[src/rtl/ps2_pkg.sv]
// rtl/ps2_pkg.sv - shared PS/2 types and command constants
package ps2_pkg;

  typedef enum logic [2:0] {
    PS2_TX_IDLE,
    PS2_TX_INHIBIT,
    PS2_TX_REQ,
    PS2_TX_SHIFT,
    PS2_TX_ACK,
    PS2_TX_WAIT_IDLE
  } ps2_tx_state_t;

  localparam logic [7:0] PS2_CMD_SET_LEDS = 8'hED;
  localparam logic [7:0] PS2_CMD_ECHO     = 8'hEE;
  localparam logic [7:0] PS2_CMD_RESET    = 8'hFF;
  localparam logic [7:0] PS2_ACK_BYTE     = 8'hFA;

  // PS/2 frames carry odd parity: data bits plus parity bit hold an odd count of ones
  function automatic logic ps2_odd_parity(input logic [7:0] data);
    return ~^data;
  endfunction

endpackage

[src/rtl/ps2_line_filter.sv]
// rtl/ps2_line_filter.sv - PS/2 line synchroniser, debounce and fall detector
module ps2_line_filter #(
  parameter int FILTER_LEN = 8
) (
  input  logic clk_in,
  input  logic reset_n,
  input  logic line_in,
  output logic filtered,
  output logic fall
);

  localparam int CNT_W = (FILTER_LEN > 1) ? $clog2(FILTER_LEN) : 1;
  localparam logic [CNT_W-1:0] CNT_LAST = CNT_W'(FILTER_LEN - 1);

  logic [1:0]       sync;
  logic [CNT_W-1:0] stable_cnt;

  // two-flop synchroniser; idle bus level is high
  always_ff @(posedge clk_in or negedge reset_n) begin
    if (!reset_n) sync <= 2'b11;
    else          sync <= {sync[0], line_in};
  end

  // filtered level flips after FILTER_LEN consecutive differing samples; fall marks 1->0
  always_ff @(posedge clk_in or negedge reset_n) begin
    if (!reset_n) begin
      filtered   <= 1'b1;
      stable_cnt <= '0;
      fall       <= 1'b0;
    end else if (sync[1] == filtered) begin
      stable_cnt <= '0;
      fall       <= 1'b0;
    end else if (stable_cnt == CNT_LAST) begin
      filtered   <= sync[1];
      stable_cnt <= '0;
      fall       <= ~sync[1];
    end else begin
      stable_cnt <= stable_cnt + 1'b1;
      fall       <= 1'b0;
    end
  end

endmodule

[src/rtl/ps2_host_tx.sv]
// rtl/ps2_host_tx.sv - PS/2 host-to-device command transmitter
module ps2_host_tx
  import ps2_pkg::*;
#(
  parameter int INHIBIT_CYCLES = 5000,
  parameter int TIMEOUT_CYCLES = 750000,
  parameter int FILTER_LEN     = 8
) (
  input  logic       clk_in,
  input  logic       reset_n,
  input  logic       tx_valid,
  input  logic [7:0] tx_data,
  output logic       tx_ready,
  output logic       busy,
  output logic       tx_done,
  output logic       tx_ack_ok,
  output logic       tx_error,
  input  logic       ps2_clock_in,
  input  logic       ps2_data_in,
  output logic       ps2_clock_oe,
  output logic       ps2_data_oe
);

  localparam int CNT_MAX = (TIMEOUT_CYCLES > INHIBIT_CYCLES) ? TIMEOUT_CYCLES : INHIBIT_CYCLES;
  localparam int CNT_W   = $clog2(CNT_MAX + 1);
  localparam logic [CNT_W-1:0] INHIBIT_LAST = CNT_W'(INHIBIT_CYCLES - 1);
  localparam logic [CNT_W-1:0] TIMEOUT_LAST = CNT_W'(TIMEOUT_CYCLES - 1);

  ps2_tx_state_t    state;
  logic [CNT_W-1:0] cnt;          // inhibit length, then cycles since clock release
  logic [9:0]       shreg;        // {stop, parity, data}, shifted out LSB first
  logic [3:0]       bit_cnt;
  logic             clock_filt;
  logic             clock_fall;
  logic             data_filt;
  logic             data_fall_unused;

  ps2_line_filter #(.FILTER_LEN(FILTER_LEN)) u_clock_filter (
    .clk_in   (clk_in),
    .reset_n  (reset_n),
    .line_in  (ps2_clock_in),
    .filtered (clock_filt),
    .fall     (clock_fall)
  );

  ps2_line_filter #(.FILTER_LEN(FILTER_LEN)) u_data_filter (
    .clk_in   (clk_in),
    .reset_n  (reset_n),
    .line_in  (ps2_data_in),
    .filtered (data_filt),
    .fall     (data_fall_unused)
  );

  // transfer sequencer: inhibit, request-to-send, bit shifting on device falls, ack, idle wait
  always_ff @(posedge clk_in or negedge reset_n) begin
    if (!reset_n) begin
      state        <= PS2_TX_IDLE;
      cnt          <= '0;
      shreg        <= '0;
      bit_cnt      <= '0;
      tx_ready     <= 1'b1;
      busy         <= 1'b0;
      tx_done      <= 1'b0;
      tx_ack_ok    <= 1'b0;
      tx_error     <= 1'b0;
      ps2_clock_oe <= 1'b0;
      ps2_data_oe  <= 1'b0;
    end else begin
      tx_done  <= 1'b0;
      tx_error <= 1'b0;
      case (state)
        PS2_TX_IDLE: begin
          if (tx_valid && tx_ready) begin
            shreg        <= {1'b1, ps2_odd_parity(tx_data), tx_data};
            tx_ack_ok    <= 1'b0;
            tx_ready     <= 1'b0;
            busy         <= 1'b1;
            ps2_clock_oe <= 1'b1;
            cnt          <= '0;
            state        <= PS2_TX_INHIBIT;
          end else begin
            // held low for the cycle a transfer ends so a same-cycle request is not taken
            tx_ready <= 1'b1;
          end
        end
        PS2_TX_INHIBIT: begin
          if (cnt == INHIBIT_LAST) begin
            ps2_data_oe <= 1'b1;
            state       <= PS2_TX_REQ;
          end else begin
            cnt <= cnt + 1'b1;
          end
        end
        PS2_TX_REQ: begin
          ps2_clock_oe <= 1'b0;
          cnt          <= '0;
          bit_cnt      <= '0;
          state        <= PS2_TX_SHIFT;
        end
        PS2_TX_SHIFT, PS2_TX_ACK, PS2_TX_WAIT_IDLE: begin
          if (cnt == TIMEOUT_LAST) begin
            ps2_clock_oe <= 1'b0;
            ps2_data_oe  <= 1'b0;
            tx_ack_ok    <= 1'b0;
            tx_error     <= 1'b1;
            busy         <= 1'b0;
            state        <= PS2_TX_IDLE;
          end else begin
            cnt <= cnt + 1'b1;
            if (state == PS2_TX_SHIFT && clock_fall) begin
              ps2_data_oe <= ~shreg[0];
              shreg       <= {1'b1, shreg[9:1]};
              bit_cnt     <= bit_cnt + 1'b1;
              if (bit_cnt == 4'd9) state <= PS2_TX_ACK;
            end else if (state == PS2_TX_ACK && clock_fall) begin
              tx_ack_ok <= ~data_filt;
              state     <= PS2_TX_WAIT_IDLE;
            end else if (state == PS2_TX_WAIT_IDLE && clock_filt && data_filt) begin
              tx_done <= 1'b1;
              busy    <= 1'b0;
              state   <= PS2_TX_IDLE;
            end
          end
        end
        default: state <= PS2_TX_IDLE;
      endcase
    end
  end

endmodule

[config.mk]
export PLATFORM = sky130hd
export DESIGN_NAME = ps2_host_tx
export DESIGN_NICKNAME = d
export VERILOG_FILES = /design/src/rtl/ps2_pkg.sv /design/src/rtl/ps2_line_filter.sv /design/src/rtl/ps2_host_tx.sv
export SDC_FILE = /design/constraint.sdc
export NUM_CORES = 1
export LEC_CHECK = 0
export BUFFER_PORTS_ARGS = -buffer_cell sky130_fd_sc_hd__clkbuf_2
export CORE_ASPECT_RATIO = 1.75
export CORE_MARGIN = 5
export CORE_UTILIZATION = 35
export DETAILED_ROUTE_END_ITERATION = 8
export GPL_ROUTABILITY_DRIVEN = 0
export HOLD_SLACK_MARGIN = 0.15
export PLACE_DENSITY = 0.58
export SLEW_MARGIN = 30
export SYNTH_ARGS = -nofsm -noshare
export SYNTH_HDL_FRONTEND = slang
export SYNTH_HIERARCHICAL = 1
export SYNTH_SLANG_ARGS = --single-unit
[constraint.sdc]
create_clock -name clk_in -period 2.32 [get_ports clk_in]
set_clock_uncertainty 0.2 [all_clocks]
set_input_delay 0.116 -clock clk_in [delete_from_list [all_inputs] [get_ports clk_in]]
set_output_delay 0.116 -clock clk_in [all_outputs]
set_load 0.02 [all_outputs]
== Yosys cells after proc, flatten, opt, wreduce, memory -nomap -nowiden ==
Cells that the tools add are included.
Word-level totals
  register bits: 57
  logic and storage cells: 125
Cells by class
  add/sub/neg operators: 4
  equality and inequality tests: 25
  muxes and demuxes: 50
  bitwise operators: 5
  reduce and logical (&&, ||, !) cells: 23
Operators by type and width (number)
  20-bit case mux with 4 select lines: 1
  20-bit 2-to-1 mux: 3
  3-bit 2-to-1 mux: 11
  10-bit 2-to-1 mux: 3
  1-bit 2-to-1 mux: 23
  20-bit by 1-bit adder with 20-bit output, second input constant: 1
  20-bit by 13-bit == test with 1-bit output, second input constant: 1
  20-bit == test, second input constant: 1
  10-bit case mux with 2 select lines: 1
  4-bit AND reduction: 4
  3-bit inequality test, second input constant: 5
  3-bit == test, second input constant: 4
  2-bit inequality test, second input constant: 6
  3-bit case mux with 4 select lines: 1
  3-bit AND reduction: 3
  4-bit 2-to-1 mux: 2
  4-bit case mux with 2 select lines: 1
  8-bit XNOR reduction: 1
  3-bit by 1-bit adder with 3-bit output, second input constant: 2
  3-bit by 2-bit == test with 1-bit output, second input constant: 2
  1-bit case mux with 2 select lines: 3
  2-bit nonzero test: 3
  1-bit logical AND: 5
  5-bit inequality test, second input constant: 1
  other kinds (13): 19

== Longest topological paths before layout ==
  word-level depth: 8
  depth in mapped cells: 8
  mapped depth without buffers: 6

== Modules after synthesis ==
Netlist, hierarchy kept.
Modules (own cells, without submodules)
  ps2_host_tx: instances 1, cells an instance 294, area an instance 2648.8 um^2, sequential area each 1102.3 um^2
  ps2_line_filter at u_clock_filter: instances 1, cells an instance 15, area an instance 261.5 um^2, sequential area each 178.9 um^2
  ps2_line_filter at u_data_filter: instances 1, cells an instance 15, area an instance 259.0 um^2, sequential area each 178.9 um^2

== Worst setup path after synthesis ==
OpenSTA, ideal clock, no wires.
  path kind: reg-to-reg
  start point: register cnt[0]
  end point: register shreg[8]
  library setup time: 0.128 ns
  arrival time: 1.701 ns
  path slack: 0.291 ns
  cell stages (with the launch flop): 8
  path buffers: 1
  period minus slack after synthesis: 2.029 ns
  path through: dfrtp_1 ha_1 and3_1 nand3_1 o21ai_1 and2_1 buf_2 mux2_1
Between the ends
  cells in the longest elaborated chain, start to end: 3
Ends and longest elaborated chain
  from (decl): line ps2_host_tx.sv:30  | logic [CNT_W-1:0] cnt;
  from (signal assigned): line ps2_host_tx.sv:91  | cnt <= cnt + 1'b1;
  from (signal assigned): line ps2_host_tx.sv:109  | cnt <= cnt + 1'b1;
  20-bit == test: line ps2_host_tx.sv:101  | if (cnt == TIMEOUT_LAST) begin
  2-bit inequality test (no source line)
  4-bit AND reduction (no source line)
  to (signal assigned): line ps2_host_tx.sv:74  | shreg <= {1'b1, ps2_odd_parity(tx_data), tx_data};
  to (signal assigned): line ps2_host_tx.sv:112  | shreg <= {1'b1, shreg[9:1]};
  to (decl): line ps2_host_tx.sv:31  | logic [9:0] shreg;
No other way between the ends.
A chain may end at the register's enable or synchronous reset.

== Worst setup path in the final report ==
  start point: register cnt[0]
  end point: register cnt[19]
Between the ends
  cells in the longest elaborated chain, start to end: 3
  elaborated cells on any way between the ends: 9
  classes of those cells: add/sub: 1; eq/ne: 4; mux: 3; reduce/logical: 1
Ends and longest elaborated chain (line)
  20-bit by 1-bit adder with 20-bit output (tied with other cells): ps2_host_tx.sv:91, ps2_host_tx.sv:109
  20-bit 2-to-1 mux (tied with other cells): ps2_host_tx.sv:101
  20-bit case mux with 4 select lines / 4-bit AND reduction (equally long branches)
Parallel ways exist; a longest one is shown, timed or not. The select of a mux whose other input is x is not followed.

==> flow_summary.yaml <==
worst_setup_path:
  cp.required_ns: 2.35
  crit_fanout: 17
  crit_cells: 7
  crit_chain: "ha_1 -> and3_1 -> and3_1 -> a211oi_2 -> a21oi_4 -> buf_12 -> o41ai_2"
  path_buf_inv: 1
  crit_slowest_cell: "dfrtp_1"
  crit_type: "reg -> reg"
  ff2ff_path_depth: 7
  cp.arrival_ns: 2.26
  max_stage_delay_ns: 0.40
  cp_top_family: "compound AO/OA/AOI/OAI gates"
  worst_setup_path_end_kind: "flip-flop"
  cp-start-kind: "flip-flop"
  crit_top_cell: "and3_1"
timing:
  tightest_slew_ns: 0.684
  tns_ns: 0
  timing.hold.ws_ns: 0.152
  fin_crit_ns: 2.23
  post-route-period-util: 0.962
  hold_violations: 0
  drv_slew: 0
  grt_setup_unrepaired: "no"
  setup_viol: 0
  max_slew_margin: 0.543
  fmax_ghz: 0.448
  setup_ws_ns: 0.0888
drt:
  drcViolationCount: 0
  wire_per_inst_um: 16.1
  wirelength_um: 8040
  drt-initial-drc-count: 186
  vias_per_cell: 5.49
  via_count: 2736
  first_pass_iters: 5
  ant_nets: 0
synth:
  synthCells: 322
  syn_area_mm2: 0.00313
  syn_area_per_cell_um2: 9.73
  synth_nets: 343
  yosys_warnings: 6
finish:
  final_core_util: 0.463
  drive_gt1_frac: 0.223
  layout.nets: 397
  diodes: 0
  final_area_mm2: 0.00404
  area_growth_pct: 28.9
  final_cell_count_no_fill: 498
floorplan:
  die_x_um: 81.5
  std_cell_rows: 45
  coreArea_mm2: 0.00873
  die_height_um: 135
  start_util: 0.359
  die-area_mm2: 0.0110
  io-pin-count: 20
power_and_ir_drop:
  pwr_density_cell_mw_per_mm2: 708
  p_seq_frac: 0.391
  switchingPower_mw: 0.600
  p_int_mw: 2.26
  power_mw: 2.86
  power.leakage_nw: 1.65
  switching_share: 0.210
  pwr-share-comb: 0.065
  clkPwrFrac: 0.544
  peakVddDrop_uv: 623
grt:
  grt.overflow.total: 0
  gr-usage-all-layers: 0.157
  grt_pass1_vias: 2781
  grt_pass1_wl_um: 13400
  grt_max_degree: 34
  antenna_found_initial: 0
run_status:
  outcome: "completed"
worst_hold_path:
  hold_class: "in -> async"
run:
  maxCapViolations: 0
clock_tree:
  cts_buffer_depth: 2
  cts_setup_buffers: 0
  clkSinkCount: 57
  clock_latency_ns: 0.34
  cts_tree: "done"
  cts_root_buffer: "clkbuf_16"
  clk_pin_slew_ns: 0.05
  numCtsBuffers: 9
  h-tree-depth: 3
place:
  placed_cell_area_mm2: 0.00355
  pre_cts_slack_ns: 0.0678
  dp_hpwl_um: 5750
  io_buffers: 19
  place_inst: 470
## placed cells by master (no fill, tap or decap), types with 4 or more instances in the layout
cell type and count:
dfstp_2 7, buf_4 27, nand2b_1 8, o21ai_0 32, inv_1 7, nand4_1 6, dlygate4sd3_1 12, dfrtp_1 50
a21oi_1 12, mux2i_1 10, xnor2_1 6, nor2_1 20, nand2_1 18, nand3_1 22, clkbuf_16 9, xor2_1 4
a31oi_1 7, clkbuf_2 19, and2_1 4, o41ai_1 5, nor3_1 8, o21ai_1 6, o31ai_1 15, ha_1 8
## registers in the layout (all words and copies together), names as in the netlist
register	count
bit_cnt	4
busy	1
cnt	20
ps2_clock_oe	1
ps2_data_oe	1
shreg	10
state	3
tx_ack_ok	1
tx_done	1
tx_error	1
tx_ready	1
u_clock_filter/fall	1
u_clock_filter/filtered	1
u_clock_filter/stable_cnt	3
u_clock_filter/sync	2
u_data_filter/filtered	1
u_data_filter/stable_cnt	3
u_data_filter/sync	2
## layer usage
layer / vias to the layer above / GRT usage / wire, um
met5: - / 0 / 0
met4: 0 / 0.0836 / 223
met3: 20 / 0.0340 / 250
met2: 60 / 0.278 / 4400
met1: 1334 / 0.169 / 3170
li1: 1322 / - / -
## power by group through the flow
stage | registers (mW) | logic [mW] | clock network, mW
after floorplan | 1.12 | 0.114 | 0
after global placement | 1.13 | 0.165 | 0
after detailed placement | 1.13 | 0.178 | 0
after CTS | 1.12 | 0.195 | 1.58
after global routing | 1.13 | 0.214 | 1.62
final | 1.12 | 0.187 | 1.56
## final timing paths
kind / start / end / slack (ns)
worst min-delay path: reset_n / cnt[8] / 0.15
worst max-delay path: cnt[0] / cnt[19] / 0.09
worst min register to register: u_data_filter/sync[0] / u_data_filter/sync[1] / 0.16
max in group asynchronous: reset_n / tx_ready / 1.09
min in group clk_in: u_data_filter/sync[0] / u_data_filter/sync[1] / 0.16
worst max register to register: cnt[0] / cnt[19] / 0.09
## worst reg2reg max path, stage by stage, from the launching register on
cell and delay, ns:
dfrtp_1 0.40, ha_1 0.26, and3_1 0.20, and3_1 0.25, a211oi_2 0.29, a21oi_4 0.06, buf_12 0.16, o41ai_2 0.30
## final cells by class
cell class | instances | area [um^2]
clock buffer | 10 | 239
inverter | 7 | 26.3
tap | 117 | 146
sequential | 57 | 1440
fill | 809 | 4690
multi-input combinational | 240 | 1600
clock inverter | 6 | 114
timing repair buffer | 61 | 478
## repair_timing
action,4_1_cts,5_1_grt
hold endpoints to repair,63,0
gates resized for setup,0,2
hold buffers,12,0
setup endpoints to repair,0,3
(Power assumes the default switching activity.)
